**src/rtl/arb_mux.sv**
```systemverilog
// arb_mux: NCH-channel valid/ready multiplexer with a single registered output
// stage. The channel is picked either directly by sel (mode=0) or by a
// round-robin search that starts after the last granted channel (mode=1).
// The output register reloads in the same cycle it drains, so a continuous
// stream moves one word per cycle.
module arb_mux #(
  parameter int NCH   = 4,
  parameter int WIDTH = 32
) (
  input  logic                     clk,
  input  logic                     rst,
  input  logic                     mode,
  input  logic [$clog2(NCH)-1:0]   sel,
  input  logic [NCH*WIDTH-1:0]     d,
  input  logic [NCH-1:0]           in_valid,
  output logic [NCH-1:0]           in_ready,
  output logic [WIDTH-1:0]         dout,
  output logic                     out_valid,
  input  logic                     out_ready,
  output logic [$clog2(NCH)-1:0]   grant,
  output logic [15:0]              xfer_cnt
);

  localparam int SW = $clog2(NCH);

  // Output stage and arbitration state
  logic [WIDTH-1:0] dout_r;
  logic             out_valid_r;
  logic [SW-1:0]    grant_r;
  logic [15:0]      xfer_cnt_r;
  logic [SW-1:0]    last_r;

  // Combinational selection
  logic             load_en_s;
  logic             out_xfer_s;
  logic [SW-1:0]    rr_idx_s;
  logic             rr_found_s;
  logic [SW-1:0]    rr_probe_s;
  logic [SW-1:0]    cand_idx_s;
  logic             cand_ok_s;
  logic             in_xfer_s;
  logic [WIDTH-1:0] cand_data_s;
  logic [NCH-1:0]   in_ready_s;

  // The output register may capture when it is empty or being drained now
  assign load_en_s  = !out_valid_r || out_ready;
  assign out_xfer_s = out_valid_r && out_ready;

  // Round-robin search: first valid channel after last_r, wrapping modulo NCH
  always_comb begin
    rr_found_s = 1'b0;
    rr_idx_s   = '0;
    rr_probe_s = '0;
    for (int k = 1; k <= NCH; k++) begin
      rr_probe_s = SW'((int'(last_r) + k) % NCH);
      if (!rr_found_s && in_valid[rr_probe_s]) begin
        rr_found_s = 1'b1;
        rr_idx_s   = rr_probe_s;
      end else begin
        rr_found_s = rr_found_s;
      end
    end
  end

  // Candidate channel: direct select (out-of-range sel means none) or round-robin
  always_comb begin
    cand_idx_s = '0;
    cand_ok_s  = 1'b0;
    if (mode) begin
      cand_idx_s = rr_idx_s;
      cand_ok_s  = rr_found_s;
    end else begin
      cand_idx_s = sel;
      cand_ok_s  = (int'(sel) < NCH);
    end
  end

  // A transfer needs a legal candidate that is valid and room in the output
  // register; ready is only raised toward a channel that actually offers data,
  // so a selected-but-idle channel sees ready low.
  assign in_xfer_s = cand_ok_s && load_en_s && !rst && in_valid[cand_idx_s];

  // Decode the accepting channel into one-hot in_ready and mux its data word
  always_comb begin
    in_ready_s  = '0;
    cand_data_s = '0;
    for (int i = 0; i < NCH; i++) begin
      if (cand_idx_s == SW'(i)) begin
        in_ready_s[i] = in_xfer_s;
        cand_data_s   = d[i*WIDTH +: WIDTH];
      end else begin
        in_ready_s[i] = 1'b0;
      end
    end
  end

  // Output register, grant/last tracking and transfer counter
  always_ff @(posedge clk or posedge rst) begin
    if (rst) begin
      dout_r      <= '0;
      out_valid_r <= 1'b0;
      grant_r     <= '0;
      xfer_cnt_r  <= 16'h0000;
      last_r      <= SW'(NCH - 1);
    end else begin
      if (out_xfer_s) begin
        xfer_cnt_r <= xfer_cnt_r + 16'h0001;
      end else begin
        xfer_cnt_r <= xfer_cnt_r;
      end
      if (in_xfer_s) begin
        dout_r      <= cand_data_s;
        grant_r     <= cand_idx_s;
        out_valid_r <= 1'b1;
        last_r      <= cand_idx_s;
      end else if (out_xfer_s) begin
        out_valid_r <= 1'b0;
      end else begin
        out_valid_r <= out_valid_r;
      end
    end
  end

  assign in_ready  = in_ready_s;
  assign dout      = dout_r;
  assign out_valid = out_valid_r;
  assign grant     = grant_r;
  assign xfer_cnt  = xfer_cnt_r;

endmodule
```
**config.mk**
```make
export PLATFORM = sky130hd
export DESIGN_NAME = arb_mux
export DESIGN_NICKNAME = d
export VERILOG_FILES = /design/src/rtl/arb_mux.sv
export SDC_FILE = /design/constraint.sdc
export NUM_CORES = 1
export LEC_CHECK = 0
export ABC_AREA = 1
export CAP_MARGIN = 20
export CORE_ASPECT_RATIO = 1.4
export CORE_UTILIZATION = 40
export DETAILED_ROUTE_END_ITERATION = 10
export GPL_ROUTABILITY_DRIVEN = 0
export HOLD_SLACK_MARGIN = 0.03
export PLACE_DENSITY = 0.88
export SYNTH_ARGS = -nofsm -noshare
export SYNTH_HDL_FRONTEND = slang
export SYNTH_SLANG_ARGS = --single-unit
```
**constraint.sdc**
```tcl
create_clock -name clk -period 4.1 [get_ports clk]
set_input_delay 0.82 -clock clk [delete_from_list [all_inputs] [get_ports clk]]
set_output_delay 0.82 -clock clk [all_outputs]
set_load 0.01 [all_outputs]
```
==> metrics.md <==
| Metric | Value |
|---|---|
| Die height | around 110 um |
| Post-Syn Area | 0.00357 mm^2 |
| DRC viols | 0 |
| Tmin final | 3920 ps |
| Cell depth of the worst flop-to-flop path | 18 |
| Internal power | 1.90 mW |
| Fmax | roughly 260 MHz |
| Commonest cells in the netlist | 191 x nand2_1, 82 x nand3_1, 68 x nand4_1 |
| First-pass DRT Iterations | 5 |
| Clock Power Share | roughly 14% |
| Share of the synthesized area in the top cell type | 35.7% |
| Logic pwr share | roughly 61% |
| Final setup fails | 0 |
| Fin. Hold Viols | 0 |
| Net switching fraction of the power | between 40% and 50% |
| Placed cells | around 790 |
| Clk Latency, worst-skew pair | 290 ps |
| Non-Filler Instances | around 800 |
| Final Skew | 6.33 ps |
| Iter 0 DRT Violations | 328 |
| Sequential area share after synthesis | a little under two fifths |
| CTS tree | done |
| Largest incremental delay on the critical path | between 500 and 600 ps |
| Final setup TNS | 0 ps |
| Max Slew Vio Count | 0 |
| Clock sinks | 53 |
| Crit path kind | in -> out |
| Post-DRT Antenna Nets | 0 |
| Flop pwr share | ~25% |
| Initial core utilization | 41.5% |
| Worst endpoint required time | around 3300 ps |
| DP HPWL | 9570 um |
| Outcome | complete, no violations |
| Yosys cell types | 29 |
| Relative slew slack | between 50% and 60% |
| CP Cell Sequence | clkdlybuf4s50_1 -> nand2_1 -> nand3_1 -> nand2_1 -> a21oi_1 -> nand2_1 -> nand3_4 -> nand2_8 -> nand2_1 -> nand2_1 -> nand2_2 -> nand4_1 -> inv_1 -> clkdlybuf4s50_1 |
| Top cells by area, synth | dfrtp_1 36%, nand2_1 20%, nand4_1 12% |
| Crit path DAT | between 3000 and 4000 ps |
| Nets | 830 |
| CTS Buf Count | 5 |
| GRT Overall Usage | around 28% |
| P per Cell Area | about 600 mW/mm^2 |
| Leak | about 2.7 nW |
| VDD IR max | about 420 uV |
| Syn-to-layout area delta | 60.3% |
| Cell accounting for the most synthesized area | dfrtp_1 |
| Worst setup SP type | input port |
| Flops & latches, synth | 53 |
| Slowest CP cell | clkdlybuf4s50_1 |
| Routed len/inst | around 16 um |
| CTS H-tree lvls | 2 |
| CP most frequent cell | nand2_1 |
| RSZ-0062 raised after global routing | false |
| Post-synth EDFFs | 0 |
| Net Sw Power | 1.52 mW |
| Worst hold stages | 2 |
| Crit end category | primary output |
| Pre-CTS setup slack | approximately 84 ps |
| CP max FO | 10 |
| Initial antenna violation count | 1 |
| Hold buffer count at CTS | 0 |
| FF+latch area | around 0.0013 mm^2 |
| Largest buffer count on any clock path | 2 |
| Max_cap viols | 0 |
| Gate Count Post-Synth | ~500 |
| YS warnings | 0 |
| Clk slew on worst S/H paths | 70 ps |
| Die area | a little over 0.009 mm^2 |
| Final period util | a little over nine tenths |
| Largest net degree at the start of global routing | 54 |
| First-pass GRT wire length | about 20000 um |
| Slew @ Worst Pin | roughly 670 ps |
| Count leader, synth | nand2_1 |
| Ys async rst share | between 90% and 100% |
| I/O pins | a little under 200 |
| Synthesized Nets | around 650 |
| Area occupied by multi-input gates | ~0.0019 mm^2 |
| Root buffer cell | clkbuf_16 |
| Main flop type after synthesis | dfrtp_1 |
| Setup ws final | 180 ps |
| Vias in the first global route | 4337 |
| Final wirelength | approximately 12000 um |
| Core footprint | between 0.008 and 0.009 mm^2 |
| Die W | roughly 80 um |
| Min-delay worst type | reg -> reg |
| Gr ovfl total | 0 |
| Avg Cell Area, Syn | between 6 and 7 um^2 |
| Fillers | between 700 and 800 |
| Layout cells sized above 1 | under 10% |
| Row cnt | 40 |
| Via count | about 4500 |
| DR vias/cell | 5.61 |
| Port-buffer cells | 192 |
-- power by group through the flow --
| stage | Combinational, mW | Clock (mW) | Sequential (mW) |
|---|---|---|---|
| final | 2.07 | 0.480 | 0.863 |
| after global routing | 2.28 | 0.512 | 0.887 |
| after CTS | 2.04 | 0.492 | 0.862 |
| after detailed placement | 2.03 | 0 | 0.867 |
| after global placement | 1.97 | 0 | 0.858 |
| after floorplan | 1.20 | 0 | 0.915 |
-- registers in the layout, indices dropped and copies added (netlist names) --
name,cells
dout,32
xfer_cnt,16
grant,2
last_r,2
out_valid,1
-- metal layers --
layer | track usage, % | part of all wire, %
met1 | 29.1 | 35
met2 | 49.7 | 53
met3 | 5.52 | 7.5
met4 | 14.5 | 4.4
met5 | 0 | 0
-- what timing repair did --
item                       4_1_cts  5_1_grt
setup endpoints to repair        0        4
gates resized for setup          0        4
buffers inserted                 0        2
-- logic make-up after synthesis --
family                   Yosys count  synth area share [%]
adder cells (fa/ha/maj)            1                 0.350
XOR/XNOR                          12                  2.94
AND/OR/NAND/NOR                  375                  49.2
AO/OA/AOI/OAI                      6                  1.05
buffers and inverters             65                  9.21
flip-flops                        53                  37.2
-- metrics by stage --
stage / cell area, um^2 / power [mW] / util [%] / hold WS (ps)
6_report: 5730 / 3.41 / 66.5 / 480
2_1_floorplan: 3570 / 2.12 / - / 506
3_5_place_dp: 5520 / 2.90 / 64.1 / 464
4_1_cts: 5690 / 3.39 / 66.1 / 484
5_1_grt: 5730 / 3.67 / 66.5 / 504
3_3_place_gp: 5520 / 2.83 / 64.1 / 456
-- worst paths after layout --
| path | endpoint | slack (ps) | startpoint |
|---|---|---|---|
| max | in_ready[1] | 180 | in_valid[3] |
| min | dout[29] | 480 | dout[29] |
| max reg2reg | grant[0] | 1200 | last_r[0] |
| min reg2reg | dout[29] | 480 | dout[29] |
| max in group asynchronous | dout[28] | 2570 | rst |
| min in group asynchronous | xfer_cnt[7] | 1090 | rst |
-- cell type report --
class | instances | share of cell area (%)
Timing Repair Buffer | 207 | 35.9
Clock buffer | 5 | 2.19
Multi-Input combinational cell | 394 | 33.6
Tap cell | 105 | 2.29
Inverter | 30 | 2.01
Clock inverter | 3 | 0.809
Antenna cell | 1 | 0.0437
Sequential cell | 53 | 23.2
-- placed cells by master, fill, tap and decap left out, types with 5 or more instances in the layout --
cell	n
nand2_1	191
clkdlybuf4s50_1	189
nand3_1	82
nand4_1	68
dfrtp_1	51
inv_1	25
nor2_1	17
buf_4	14
xor2_1	8
nand2_2	6
clkbuf_16	5
-- worst max-delay path: cells and delay by family --
| kind | cells | cell delay, ps |
|---|---|---|
| buf+inv | 3 | 1130 |
| simple gates | 10 | 980 |
| compound gates | 1 | 170 |
Note: power is estimated with default switching activity, not from simulation.
